[src/rtl/mem_access_pkg.sv]
// Shared types and constants for the load/store sequencer.
//   state_t      : sequencer states
//   F3_*         : Funct3 width/extension encodings for loads and stores
//   is_legal_f3  : true when Funct3 names a supported load (load=1) or store
package mem_access_pkg;

  typedef enum logic [2:0] {
    IDLE,
    READ,
    CAPTURE,
    WRITE,
    DONE
  } state_t;

  localparam logic [2:0] F3_B  = 3'b000;
  localparam logic [2:0] F3_H  = 3'b001;
  localparam logic [2:0] F3_W  = 3'b010;
  localparam logic [2:0] F3_BU = 3'b100;
  localparam logic [2:0] F3_HU = 3'b101;

  function automatic logic is_legal_f3(input logic load, input logic [2:0] f3);
    logic ok;
    ok = 1'b0;
    case (f3)
      F3_B, F3_H, F3_W: ok = 1'b1;
      F3_BU, F3_HU:     ok = load;
      default:          ok = 1'b0;
    endcase
    return ok;
  endfunction

endpackage

[src/rtl/mem_access_ctrl_lane_unit.sv]
// Combinational little-endian lane logic.
//   word   : word read from memory
//   wd     : store data (low byte/half used for SB/SH)
//   off    : byte offset within the word (addr[1:0])
//   f3     : Funct3 of the access
//   ext    : load result, lane-selected and sign/zero extended
//   merged : word with only the targeted byte(s) replaced by store data
module lane_unit
  import mem_access_pkg::*;
#(
  parameter int DATA_W = 32
) (
  input  logic [DATA_W-1:0] word,
  input  logic [DATA_W-1:0] wd,
  input  logic [1:0]        off,
  input  logic [2:0]        f3,
  output logic [DATA_W-1:0] ext,
  output logic [DATA_W-1:0] merged
);

  logic [7:0]  sel_b;
  logic [15:0] sel_h;

  always_comb begin
    sel_b = word[7:0];
    case (off)
      2'd0:    sel_b = word[7:0];
      2'd1:    sel_b = word[15:8];
      2'd2:    sel_b = word[23:16];
      default: sel_b = word[31:24];
    endcase
    sel_h = off[1] ? word[31:16] : word[15:0];
  end

  always_comb begin
    ext = word;
    case (f3)
      F3_B:    ext = {{(DATA_W-8){sel_b[7]}}, sel_b};
      F3_H:    ext = {{(DATA_W-16){sel_h[15]}}, sel_h};
      F3_BU:   ext = {{(DATA_W-8){1'b0}}, sel_b};
      F3_HU:   ext = {{(DATA_W-16){1'b0}}, sel_h};
      default: ext = word;
    endcase
  end

  always_comb begin
    merged = word;
    case (f3)
      F3_B: begin
        case (off)
          2'd0:    merged[7:0]   = wd[7:0];
          2'd1:    merged[15:8]  = wd[7:0];
          2'd2:    merged[23:16] = wd[7:0];
          default: merged[31:24] = wd[7:0];
        endcase
      end
      F3_H: begin
        if (off[1]) merged[31:16] = wd[15:0];
        else        merged[15:0]  = wd[15:0];
      end
      F3_W:    merged = wd;
      default: merged = word;
    endcase
  end

endmodule

[src/rtl/mem_access_ctrl.sv]
// Load/store sequencer between EX/MEM and a word-wide data memory.
// Sub-word stores are done as read-modify-write since memory writes whole words.
//   clk, reset          : clock, synchronous active-high reset
//   req_valid, MemRead, MemWrite, Funct3, addr, wd : request from EX/MEM
//   ready, busy, done, err, load_data              : status/result to pipeline
//   mem_re, mem_addr, mem_we, mem_wdata, mem_rdata : data memory port
module mem_access_ctrl
  import mem_access_pkg::*;
#(
  parameter int DM_ADDRESS = 9,
  parameter int DATA_W     = 32
) (
  input  logic                  clk,
  input  logic                  reset,
  input  logic                  req_valid,
  input  logic                  MemRead,
  input  logic                  MemWrite,
  input  logic [2:0]            Funct3,
  input  logic [DM_ADDRESS-1:0] addr,
  input  logic [DATA_W-1:0]     wd,
  output logic                  ready,
  output logic                  busy,
  output logic                  done,
  output logic                  err,
  output logic [DATA_W-1:0]     load_data,
  output logic                  mem_re,
  output logic [DM_ADDRESS-1:0] mem_addr,
  output logic                  mem_we,
  output logic [DATA_W-1:0]     mem_wdata,
  input  logic [DATA_W-1:0]     mem_rdata
);

  state_t state, state_n;

  logic [DM_ADDRESS-1:0] addr_q;
  logic [2:0]            f3_q;
  logic                  load_q;
  logic [DATA_W-1:0]     wdata_q;
  logic                  err_q;
  logic [DATA_W-1:0]     load_data_q;

  logic                  accept;
  logic                  misaligned;
  logic                  bad;
  logic [DATA_W-1:0]     ext;
  logic [DATA_W-1:0]     merged;

  // A request with both strobes high is a load.
  assign accept     = (state == IDLE) && req_valid && (MemRead || MemWrite);
  assign misaligned = ((Funct3[1:0] == 2'b01) && addr[0]) ||
                      ((Funct3[1:0] == 2'b10) && (addr[1:0] != 2'b00));
  assign bad        = !is_legal_f3(MemRead, Funct3) || misaligned;

  // wdata_q doubles as store-data capture and merged-word register,
  // so the merge reads store data from it before overwriting it in CAPTURE.
  lane_unit #(
    .DATA_W (DATA_W)
  ) u_lane (
    .word   (mem_rdata),
    .wd     (wdata_q),
    .off    (addr_q[1:0]),
    .f3     (f3_q),
    .ext    (ext),
    .merged (merged)
  );

  always_ff @(posedge clk) begin
    if (reset) state <= IDLE;
    else       state <= state_n;
  end

  always_comb begin
    state_n = state;
    case (state)
      IDLE: begin
        if (accept) begin
          if (bad)                                state_n = DONE;
          else if (!MemRead && (Funct3 == F3_W))  state_n = WRITE;
          else                                    state_n = READ;
        end
      end
      READ:    state_n = CAPTURE;
      CAPTURE: state_n = load_q ? DONE : WRITE;
      WRITE:   state_n = DONE;
      DONE:    state_n = IDLE;
      default: state_n = IDLE;
    endcase
  end

  always_comb begin
    ready     = (state == IDLE);
    busy      = (state != IDLE);
    done      = (state == DONE);
    mem_re    = (state == READ);
    mem_we    = (state == WRITE);
    mem_addr  = '0;
    mem_wdata = '0;
    if (state != IDLE) mem_addr = {addr_q[DM_ADDRESS-1:2], 2'b00};
    if (state == WRITE) mem_wdata = wdata_q;
    err       = err_q;
    load_data = load_data_q;
  end

  // err is loaded at acceptance; for a bad request that edge is also the
  // transition into DONE, and a good request clears it until completion.
  always_ff @(posedge clk) begin
    if (reset) begin
      addr_q      <= '0;
      f3_q        <= '0;
      load_q      <= 1'b0;
      wdata_q     <= '0;
      err_q       <= 1'b0;
      load_data_q <= '0;
    end else begin
      if (accept) begin
        addr_q  <= addr;
        f3_q    <= Funct3;
        load_q  <= MemRead;
        wdata_q <= wd;
        err_q   <= bad;
      end
      if (state == CAPTURE) begin
        if (load_q) load_data_q <= ext;
        else        wdata_q     <= merged;
      end
    end
  end

endmodule

[config.mk]
export PLATFORM = sky130hd
export DESIGN_NAME = mem_access_ctrl
export DESIGN_NICKNAME = d
export VERILOG_FILES = /design/src/rtl/mem_access_pkg.sv /design/src/rtl/mem_access_ctrl_lane_unit.sv /design/src/rtl/mem_access_ctrl.sv
export SDC_FILE = /design/constraint.sdc
export NUM_CORES = 1
export LEC_CHECK = 0
export CORE_MARGIN = 3
export CORE_UTILIZATION = 49
export CTS_CLUSTER_DIAMETER = 150
export DETAILED_ROUTE_END_ITERATION = 10
export PLACE_DENSITY = 0.95
export SLEW_MARGIN = 20
export SYNTH_ARGS = -nofsm -noshare
export SYNTH_HDL_FRONTEND = slang
export SYNTH_SLANG_ARGS = --single-unit
[constraint.sdc]
create_clock -name clk -period 2.8 [get_ports clk]
set_input_delay 0.42 -clock clk [delete_from_list [all_inputs] [get_ports clk]]
set_output_delay 0.42 -clock clk [all_outputs]
set_load 0.02 [all_outputs]
==> metrics.cfg <==
[status]
outcome = completed

[placed_design]
place_area_sq_um = 6090
portBuffers = 157
dpl_worst_slack_ns = 0.459
place.gp.congestion = 0.965
placed_cells = 817
dp_hpwl_mm = 11.7

[detailed_routing]
wl_per_cell_microns = 18.6
drtPass1Iterations = 6
drtIter0Drc = 577
via_per_inst = 6.10
num_vias = 5080
drc = 0
routed_wl_mm = 15.5
ant_nets = 0

[sta]
rsz0062_at_grt = false
maxSlewViolCount = 0
fin_worst_skew_ns = 0.0135
setup_viol = 0
worst_pin_slew_ns = 0.738
fin_setup_tns_ns = 0
hold_viol_final = 0
fmax_mhz = 386
fin_crit_sh = 0.924
setup_ws_ns = 0.212
slew_headroom = 0.508
fin_crit_ns = 2.59

[critical_path]
reg2reg_depth = 6
cp.arrival_ns = 2.17
timing.rr.start = addr_q[1]
crit_chain = nand2_2, nor2_1, buf_4, and2_1, clkdlybuf4s50_1
critPathKind = flip-flop to primary output
cp_slowest_stage_delay_ns = 0.61
startpoint_type = flip-flop
required_ns = 2.38
rr_endpoint = load_data[17]
regToRegSetupSlack_ns = 0.70
cp_slowest_cell = clkdlybuf4s50_1
path_max_fanout = 20
end_kind = primary output

[power_and_ir_drop]
p_leak_nw = 2.20
peakVddDrop_mv = 0.264
power_density_nw_per_um2 = 458

[layout]
regArea_sq_um = 1620
multi_input_area_sq_um = 2600
layout_common_cells = clkdlybuf4s50_1 (157), dfxtp_1 (81), nor2_1 (73), nand2_1 (73), a21oi_1 (71)
fillers = 680
stdcell_count = 833
mostFrequentLayoutCell = clkdlybuf4s50_1
area_growth_pct = 40.2
final_area_sq_um = 6280
drive_gt1_frac = 0.0772
nNetsFinal = 801
diodes = 0

[min_path]
hp-start = addr_q[7]
holdPathEnd = addr_q[7]
min_path_type = flip-flop to flip-flop
hold_depth = 2

[global_route]
grt_max_degree = 47
grt_pass1_wl_mm = 24.4
grt_pass1_vias = 4889
grt.overflow.total = 0
antenna_found_initial = 0
grt_usage = 0.297

[clock_network]
h-tree-depth = 3
root_buffer = clkbuf_8
clk_pin_slew_ns = 0.08
cts_tree = built
cts_setup_buffers = 0
cts_buffer_depth = 2
postCtsHoldBufs = 0
cts_buffers = 9
clk-insertion-delay-late_ns = 0.36
clock_sinks = 81

[floorplan]
start_util = 0.509
die_w_microns = 102
ioPinCount = 160
dieArea_sq_um = 10300
num_rows = 34
die_y_microns = 102
coreArea_sq_um = 8810

[synth]
synth-seq-cells = 81
yosys_warnings = 0
synth_edf_count = 0
synth_cells = 585
synthArstFlopShare = 0
yosysSeqAreaShare = 0.362
syn_area_sq_um = 4480
ys.flop_type = dfxtp_1
synth_area_per_cell_sq_um = 7.67
ys_types = 50

[job]
maxCapViolCount = 0

[synth_stat cells (all sizes together), types with 4 or more instances]
master  count  share of area
dfxtp      81           0.36
nand2      75          0.063
nor2       75          0.065
a21oi      73          0.085
clkbuf     29          0.024
o21ai      29          0.033
and2       26          0.036
inv        18          0.015
a211oi     17          0.030
buf        17          0.021
a31oi      15          0.021
nor3       15          0.019
o221a      15          0.038
o211ai     13          0.022
nor3b      12          0.025
mux2i      10          0.022
a22oi       8          0.013
o32ai       8          0.016
nand2b      7         0.0098
nand3b      7          0.012
mux2        6          0.015
o21bai      6          0.010
nor2b       4         0.0056
[worst max-delay path by stage]
| stage | endpoint | slack, ns | depth (start not counted) | start |
|---|---|---|---|---|
| floorplan | mem_wdata[22] | 1.07 | 4 | state[0] |
| global placement | mem_wdata[8] | 0.60 | 5 | state[0] |
| detailed placement | mem_wdata[29] | 0.46 | 5 | state[0] |
| CTS | mem_wdata[29] | 0.08 | 5 | state[0] |
| global route | mem_wdata[16] | 0.04 | 5 | state[0] |
| finish | mem_wdata[29] | 0.21 | 5 | state[0] |
[cells by family after synthesis]
group / synth area share
mux: 0.0374
compound gates: 0.284
simple gates: 0.255
other cells: 0.000836
flops: 0.362
buf+inv: 0.0605
[final cells by class]
type / instances / area share
Timing Repair Buffer: 169 / 0.264
Multi-Input combinational cell: 441 / 0.414
Clock buffer: 12 / 0.0231
Inverter: 18 / 0.0108
Clock inverter: 4 / 0.00816
Tap cell: 108 / 0.0215
Sequential cell: 81 / 0.258
[stage by stage]
| step | util | hold WS (ns) | power [W] |
|---|---|---|---|
| 5_1_grt | 0.714 | 0.475 | 0.00299 |
| 6_report | 0.714 | 0.454 | 0.00288 |
| 4_1_cts | 0.713 | 0.453 | 0.00286 |
| 3_3_place_gp | 0.691 | 0.437 | 0.00199 |
| 3_5_place_dp | 0.691 | 0.442 | 0.00202 |
| 2_1_floorplan | - | 0.432 | 0.00173 |
[per-layer routing]
metal | vias up | GRT usage | share of wire
li1 | 2350 | - | -
met1 | 2357 | 0.379 | 0.39
met2 | 331 | 0.501 | 0.48
met3 | 42 | 0.0640 | 0.11
met4 | 0 | 0.0961 | 0.027
met5 | - | 0 | 0
[flip-flops by register name, summed over array words and instances (netlist names)]
signal / flops
load_data: 32
wdata_q: 32
addr_q: 9
f3_q: 3
state: 3
err: 1
load_q: 1
[where the power goes]
group	internal [W]	leakage [nW]	switching, W
combinational	0.000313	1.44	0.000402
clock	0.000439	0.0970	0.000433
sequential	0.00123	0.661	0.0000682
total	0.00198	2.20	0.000903
[critical path, delay by kind of cell, from the launching register on]
family | cells | cell delay, ns
AND/OR/NAND/NOR | 3 | 0.52
buffers and inverters | 2 | 0.83
flip-flops | 1 | 0.46
[what timing repair did]
action | in CTS | in global routing
setup endpoints to repair | 0 | 18
endpoints found under the hold margin | 0 | 0
gates resized for setup | 0 | 1
(Power assumes the default switching activity.)
